==> config.mk <==
export PLATFORM = sky130hd
export DESIGN_NAME = adder_share_arbiter_flat
export DESIGN_NICKNAME = d
export VERILOG_FILES = /design/src/rtl/adder_share_arbiter_pkg.sv /design/src/rtl/adder_share_arbiter_if.sv /design/src/rtl/adder_share_arbiter_rr_priority_picker.sv /design/src/rtl/adder_share_arbiter.sv /design/src/flat_wrapper.sv
export SDC_FILE = /design/constraint.sdc
export NUM_CORES = 1
export LEC_CHECK = 0
export ABC_AREA = 1
export CORE_AREA = 2 2 156 158
export DETAILED_ROUTE_END_ITERATION = 16
export DIE_AREA = 0 0 158 160
export PLACE_DENSITY = 0.53
export RECOVER_POWER = 50
export SLEW_MARGIN = 10
export SYNTH_ARGS = -nofsm -noshare
export SYNTH_HDL_FRONTEND = slang
export SYNTH_SLANG_ARGS = --single-unit
==> constraint.sdc <==
create_clock -name clk -period 3 [get_ports clk]
set_clock_uncertainty 0.1 [all_clocks]
set_input_delay 0.6 -clock clk [delete_from_list [all_inputs] [get_ports clk]]
set_output_delay 0.6 -clock clk [all_outputs]
set_load 0.01 [all_outputs]
==> src/rtl/adder_share_arbiter_pkg.sv <==
// Shared constants and types for the shared-adder round-robin arbiter.
// The tag id field is sized for the largest supported requester count (16).
package adder_share_arbiter_pkg;

    localparam int unsigned ADDER_LATENCY = 2;
    localparam int unsigned TAG_ID_W      = 4;

    typedef struct packed {
        logic                valid;
        logic [TAG_ID_W-1:0] id;
    } tag_t;

endpackage

==> src/rtl/adder_share_arbiter_if.sv <==
// Requester, adder and response signals of the shared-adder arbiter.
// The slave modport is the arbiter; master is the parent (requesters plus adder).
interface adder_share_arbiter_if
    import adder_share_arbiter_pkg::*;
#(
    parameter int unsigned N_REQ      = 4,
    parameter int unsigned DATA_WIDTH = 32,
    parameter int unsigned LATENCY    = ADDER_LATENCY
);
    localparam int unsigned ID_W  = $clog2(N_REQ);
    localparam int unsigned CNT_W = $clog2(LATENCY + 1);

    logic [N_REQ-1:0]            req_valid;
    logic [N_REQ*DATA_WIDTH-1:0] req_a;
    logic [N_REQ*DATA_WIDTH-1:0] req_b;
    logic [N_REQ-1:0]            req_ready;
    logic                        add_enable;
    logic [DATA_WIDTH-1:0]       add_a;
    logic [DATA_WIDTH-1:0]       add_b;
    logic [DATA_WIDTH-1:0]       add_sum;
    logic                        add_carry;
    logic [N_REQ-1:0]            rsp_valid;
    logic [ID_W-1:0]             rsp_id;
    logic [DATA_WIDTH-1:0]       rsp_sum;
    logic                        rsp_carry;
    logic [CNT_W-1:0]            inflight;

    modport master (
        output req_valid, req_a, req_b, add_sum, add_carry,
        input  req_ready, add_enable, add_a, add_b,
               rsp_valid, rsp_id, rsp_sum, rsp_carry, inflight
    );

    modport slave (
        input  req_valid, req_a, req_b, add_sum, add_carry,
        output req_ready, add_enable, add_a, add_b,
               rsp_valid, rsp_id, rsp_sum, rsp_carry, inflight
    );

endinterface

==> src/rtl/adder_share_arbiter_rr_priority_picker.sv <==
// Combinational round-robin picker: first asserted request at or after ptr,
// wrapping N_REQ-1 -> 0; returns a one-hot grant and its index.
module rr_priority_picker #(
    parameter int unsigned N_REQ = 4
) (
    input  logic [$clog2(N_REQ)-1:0] ptr,
    input  logic [N_REQ-1:0]         req,
    output logic [N_REQ-1:0]         grant,
    output logic [$clog2(N_REQ)-1:0] grant_id,
    output logic                     grant_any
);
    localparam int unsigned ID_W = $clog2(N_REQ);

    logic [ID_W-1:0] idx;

    always_comb begin
        grant     = '0;
        grant_id  = '0;
        grant_any = 1'b0;
        idx       = '0;
        for (int unsigned k = 0; k < N_REQ; k++) begin
            idx = ID_W'((32'(ptr) + k) % N_REQ);
            if (!grant_any && req[idx]) begin
                grant_any  = 1'b1;
                grant[idx] = 1'b1;
                grant_id   = idx;
            end
        end
    end

endmodule

==> src/rtl/adder_share_arbiter.sv <==
// Round-robin arbiter sharing one external pipelined adder among N_REQ requesters,
// tagging each issued operation and steering the result back to its owner.
module adder_share_arbiter
    import adder_share_arbiter_pkg::*;
#(
    parameter int unsigned N_REQ      = 4,
    parameter int unsigned DATA_WIDTH = 32,
    parameter int unsigned LATENCY    = ADDER_LATENCY
) (
    input  logic                 clk,
    input  logic                 rst,
    adder_share_arbiter_if.slave bus
);
    localparam int unsigned ID_W  = $clog2(N_REQ);
    localparam int unsigned CNT_W = $clog2(LATENCY + 1);

    logic [N_REQ-1:0]         req_gated;
    logic [N_REQ-1:0]         grant;
    logic [ID_W-1:0]          grant_id;
    logic                     grant_any;
    logic [ID_W-1:0]          ptr_q, ptr_d;
    tag_t [LATENCY-1:0]       tag_q, tag_d;
    tag_t                     tag_new;
    tag_t                     tag_last;
    logic [DATA_WIDTH-1:0]    op_a, op_b;
    logic [CNT_W-1:0]         inflight_cnt;

    assign req_gated = bus.req_valid & {N_REQ{~rst}};

    rr_priority_picker #(.N_REQ(N_REQ)) u_picker (
        .ptr       (ptr_q),
        .req       (req_gated),
        .grant     (grant),
        .grant_id  (grant_id),
        .grant_any (grant_any)
    );

    always_comb begin
        ptr_d = ptr_q;
        if (grant_any)
            ptr_d = (grant_id == ID_W'(N_REQ - 1)) ? '0 : grant_id + 1'b1;
        tag_new.valid = grant_any;
        tag_new.id    = TAG_ID_W'(grant_id);
        if (LATENCY > 1)
            tag_d = {tag_q[LATENCY-2:0], tag_new};
        else
            tag_d = tag_new;
    end

    // Operands are zero when nothing is granted so the adder sees no stale data.
    always_comb begin
        op_a = '0;
        op_b = '0;
        for (int unsigned i = 0; i < N_REQ; i++) begin
            if (grant[i]) begin
                op_a = bus.req_a[i*DATA_WIDTH +: DATA_WIDTH];
                op_b = bus.req_b[i*DATA_WIDTH +: DATA_WIDTH];
            end
        end
    end

    always_comb begin
        inflight_cnt = '0;
        for (int unsigned s = 0; s < LATENCY; s++)
            inflight_cnt = inflight_cnt + CNT_W'(tag_q[s].valid);
    end

    always_ff @(posedge clk) begin
        if (rst) begin
            ptr_q <= '0;
            tag_q <= '0;
        end else begin
            ptr_q <= ptr_d;
            tag_q <= tag_d;
        end
    end

    // The last tag stage lines up with the adder output register, so results
    // are forwarded combinationally; strobes are held off while in reset.
    assign tag_last       = tag_q[LATENCY-1];
    assign bus.req_ready  = grant;
    assign bus.add_enable = ~rst;
    assign bus.add_a      = op_a;
    assign bus.add_b      = op_b;
    assign bus.rsp_valid  = (tag_last.valid && !rst) ? (N_REQ'(1) << tag_last.id) : '0;
    assign bus.rsp_id     = ID_W'(tag_last.id);
    assign bus.rsp_sum    = bus.add_sum;
    assign bus.rsp_carry  = bus.add_carry;
    assign bus.inflight   = inflight_cnt;

endmodule

==> src/flat_wrapper.sv <==
// flat-port wrapper written by rule: the top's interface ports become plain ports
module adder_share_arbiter_flat import adder_share_arbiter_pkg::*;
#(
    parameter int unsigned N_REQ      = 4,
    parameter int unsigned DATA_WIDTH = 32,
    parameter int unsigned LATENCY    = ADDER_LATENCY
)
  (clk, rst, bus_req_valid, bus_req_a, bus_req_b, bus_add_sum, bus_add_carry, bus_req_ready, bus_add_enable, bus_add_a, bus_add_b, bus_rsp_valid, bus_rsp_id, bus_rsp_sum, bus_rsp_carry, bus_inflight);
  adder_share_arbiter_if #(.N_REQ(N_REQ), .DATA_WIDTH(DATA_WIDTH), .LATENCY(LATENCY)) bus_i ();
  input  logic clk;
  input  logic rst;
  input wire logic [$bits(bus_i.req_valid)-1:0] bus_req_valid;
  input wire logic [$bits(bus_i.req_a)-1:0] bus_req_a;
  input wire logic [$bits(bus_i.req_b)-1:0] bus_req_b;
  input wire logic [$bits(bus_i.add_sum)-1:0] bus_add_sum;
  input wire logic [$bits(bus_i.add_carry)-1:0] bus_add_carry;
  output wire logic [$bits(bus_i.req_ready)-1:0] bus_req_ready;
  output wire logic [$bits(bus_i.add_enable)-1:0] bus_add_enable;
  output wire logic [$bits(bus_i.add_a)-1:0] bus_add_a;
  output wire logic [$bits(bus_i.add_b)-1:0] bus_add_b;
  output wire logic [$bits(bus_i.rsp_valid)-1:0] bus_rsp_valid;
  output wire logic [$bits(bus_i.rsp_id)-1:0] bus_rsp_id;
  output wire logic [$bits(bus_i.rsp_sum)-1:0] bus_rsp_sum;
  output wire logic [$bits(bus_i.rsp_carry)-1:0] bus_rsp_carry;
  output wire logic [$bits(bus_i.inflight)-1:0] bus_inflight;
  assign bus_i.req_valid = bus_req_valid;
  assign bus_i.req_a = bus_req_a;
  assign bus_i.req_b = bus_req_b;
  assign bus_i.add_sum = bus_add_sum;
  assign bus_i.add_carry = bus_add_carry;
  assign bus_req_ready = bus_i.req_ready;
  assign bus_add_enable = bus_i.add_enable;
  assign bus_add_a = bus_i.add_a;
  assign bus_add_b = bus_i.add_b;
  assign bus_rsp_valid = bus_i.rsp_valid;
  assign bus_rsp_id = bus_i.rsp_id;
  assign bus_rsp_sum = bus_i.rsp_sum;
  assign bus_rsp_carry = bus_i.rsp_carry;
  assign bus_inflight = bus_i.inflight;
  adder_share_arbiter #(.N_REQ(N_REQ), .DATA_WIDTH(DATA_WIDTH), .LATENCY(LATENCY)) u_core (.clk(clk), .rst(rst), .bus(bus_i));
endmodule
==> results.yml <==
outcome:
  status: "complete, but fails checks"
  violations: "setup timing"
clock_network:
  cts_tree: "built"
  clk_pin_slew_worst_paths_ns: 0.04
  cts_hold_buf: 0
  clk_path_buf_depth: 2
  htreeDepth: 1
  cts_buffers: 3
  clk_latency_ns: 0.23
  cts_root_buf: "clkbuf_16"
  cts.sinks: 8
min_path:
  hp-class: "flop to flop"
  whs_path_depth: 2
yosys:
  ys_ff_latch: 8
  synth_warnings: 0
  synth_fp_nets: 1013
  synth_area_leader_cell: "nand2_1"
  synth_area_sq_mm: 0.00384
  ys_types: 26
  synth_top_area_frac: 0.275
  syn_inst: 711
  synth_area_per_cell_sq_um: 5.40
  synth_area_leaders: "nand2_1, a21oi_2, a21oi_1"
  yosysSeqAreaShare: 0.0417
power_and_ir_drop:
  ir_worst_vdd_mv: 0.390
  leakagePower_uw: 0.00426
  power_uw: 11600
  p_per_area_mw_per_mm2: 1280
critical_path:
  crit_top_cell: "buf_8"
  reg2reg_depth: 16
  crit_chain: "buf_8 > clkinvlp_4 > nand3_2 > nand3_2 > nand2_4 > inv_4 > buf_6 > nand2_2 > nand2_2 > inv_4 > nand3_4 > clkbuf_16 > buf_8 > buf_8 > buf_4 > a21oi_4 > nand2_1 > nand2_1 > buf_6"
  critical_path_class: "primary input to output port"
  required_ns: 2.30
  max_stage_delay_ns: 0.19
  end_kind: "output port"
  path_max_fanout: 5
  worst_ep_arrival_time_ns: 2.56
  crit_slowest_cell: "clkbuf_16"
  startpoint_type: "primary input"
global_routing:
  grt_pass1_vias: 5725
  grt_pass1_wl_um: 30900
  grt_use_total: 0.155
  antenna_found_initial: 0
  gr-total-overflow: 0
  grt_max_degree: 34
timing:
  period_share: 1.09
  setup_ws_ns: -0.258
  rsz0062_at_grt: "yes"
  fin_crit_ns: 3.26
  whs_ns: 0.299
  max_freq_ghz: 0.307
  slew_viol_final: 0
  tightest_slew_ns: 0.341
  finalSetupTns_ns: -8.08
  setup_viol_count_final: 64
  hold_viol: 0
  max_slew_margin: 0.770
run:
  maxCapViolations: 0
drt:
  routed_wl_um: 22900
  avgRoutedWirePerCell_um: 16.2
  ant_nets: 0
  firstDrtPassIters: 4
  drcViolationCount: 0
  num_vias: 5909
  drt_iter0_markers: 195
  via_per_inst: 4.18
die:
  dieArea_sq_mm: 0.0253
  initial_utilization: 0.161
  rows: 57
  die_w_um: 158
  io_pins: 405
  die_h_um: 160
  coreArea_sq_mm: 0.0238
cells_and_area:
  layout_common_cells: "clkdlybuf4s50_1, nand2_1, a21oi_2"
  syn_to_final_growth_pct: 136
  n_antenna_cell: 0
  final_layout_size_suffix_gt1_frac: 0.344
  layout.nets: 1392
  final_common_cell: "clkdlybuf4s50_1"
  final_util: 0.380
placement:
  hpwl_um: 15300
  place.gp.congestion: 0.821
  portBuffers: 338
-- routing by layer --
metal	track usage	share of wire	up-vias
met3	0.0247	0.060	29
li1	-	-	2983
met2	0.292	0.50	194
met1	0.185	0.42	2703
met5	0	0	-
met4	0.0242	0.014	0
-- metrics by stage --
step / cells / worst slack, ns / cell area (sq um)
after global placement: 1352 / -0.872 / 7680
after global routing: 1412 / -0.383 / 9050
after floorplan: 711 / 0.159 / 3840
after CTS: 1396 / -0.409 / 8540
final: 1412 / -0.258 / 9050
after detailed placement: 1352 / -0.907 / 7680
-- repair_timing --
action                                  4_1_cts  5_1_grt
pin swaps                                    32       50
cloned                                       10       10
gates resized for setup                     368      137
buffers inserted                             31       15
endpoints found under the setup margin       68       68
-- power breakdown --
group	internal (uW)	leakage (uW)	switching [uW]
Clock	172	0.0000370	49.9
Combinational	5520	0.00416	5670
Sequential	151	0.0000672	20.4
Total	5840	0.00426	5740
-- cell type report --
cell class | count | area (sq um)
well taps | 324 | 405
flip-flops and latches | 8 | 163
repair inverters | 1 | 7.51
multi-input cells | 536 | 3210
clock buffers | 3 | 75.1
repair buffers | 457 | 4860
inverters | 83 | 334
fillers | 2587 | 14800
-- final timing paths --
kind                                      start                   end  slack [ns]
worst max-delay path                        rst         bus_add_b[30]       -0.26
worst min-delay path            u_core.tag_d[6]  u_core.bus.rsp_id[1]        0.30
worst max register to register             flop       u_core.ptr_q[1]        0.87
worst min register to register  u_core.tag_d[6]  u_core.bus.rsp_id[1]        0.30
-- synthesized netlist by cell type --
cell type,count
nand3_2,11
nand3_1,82
inv_2,4
clkinv_1,1
ha_1,7
nor2_4,1
o21ai_0,1
a21o_2,1
inv_4,1
nand2_2,2
nand2_4,4
nor2_8,1
nor2_1,7
buf_6,9
buf_4,48
nand4_2,1
dfxtp_1,8
nand2_1,281
buf_12,6
a21oi_2,50
inv_1,77
o211a_1,1
a21oi_1,82
buf_2,20
nor3_1,4
clkbuf_1,1
-- worst max-delay path, delay by kind of cell --
family,cells,cell delay [ns]
compound gates,1,0.13
buf+inv,10,1.10
simple gates,8,0.71
-- cells by family after synthesis --
kind of cell    synth area share
compound gates             0.227
simple gates               0.448
buf+inv                    0.260
fa+ha+maj                 0.0228
flops                     0.0417
Power figures use the tool's default switching activity.
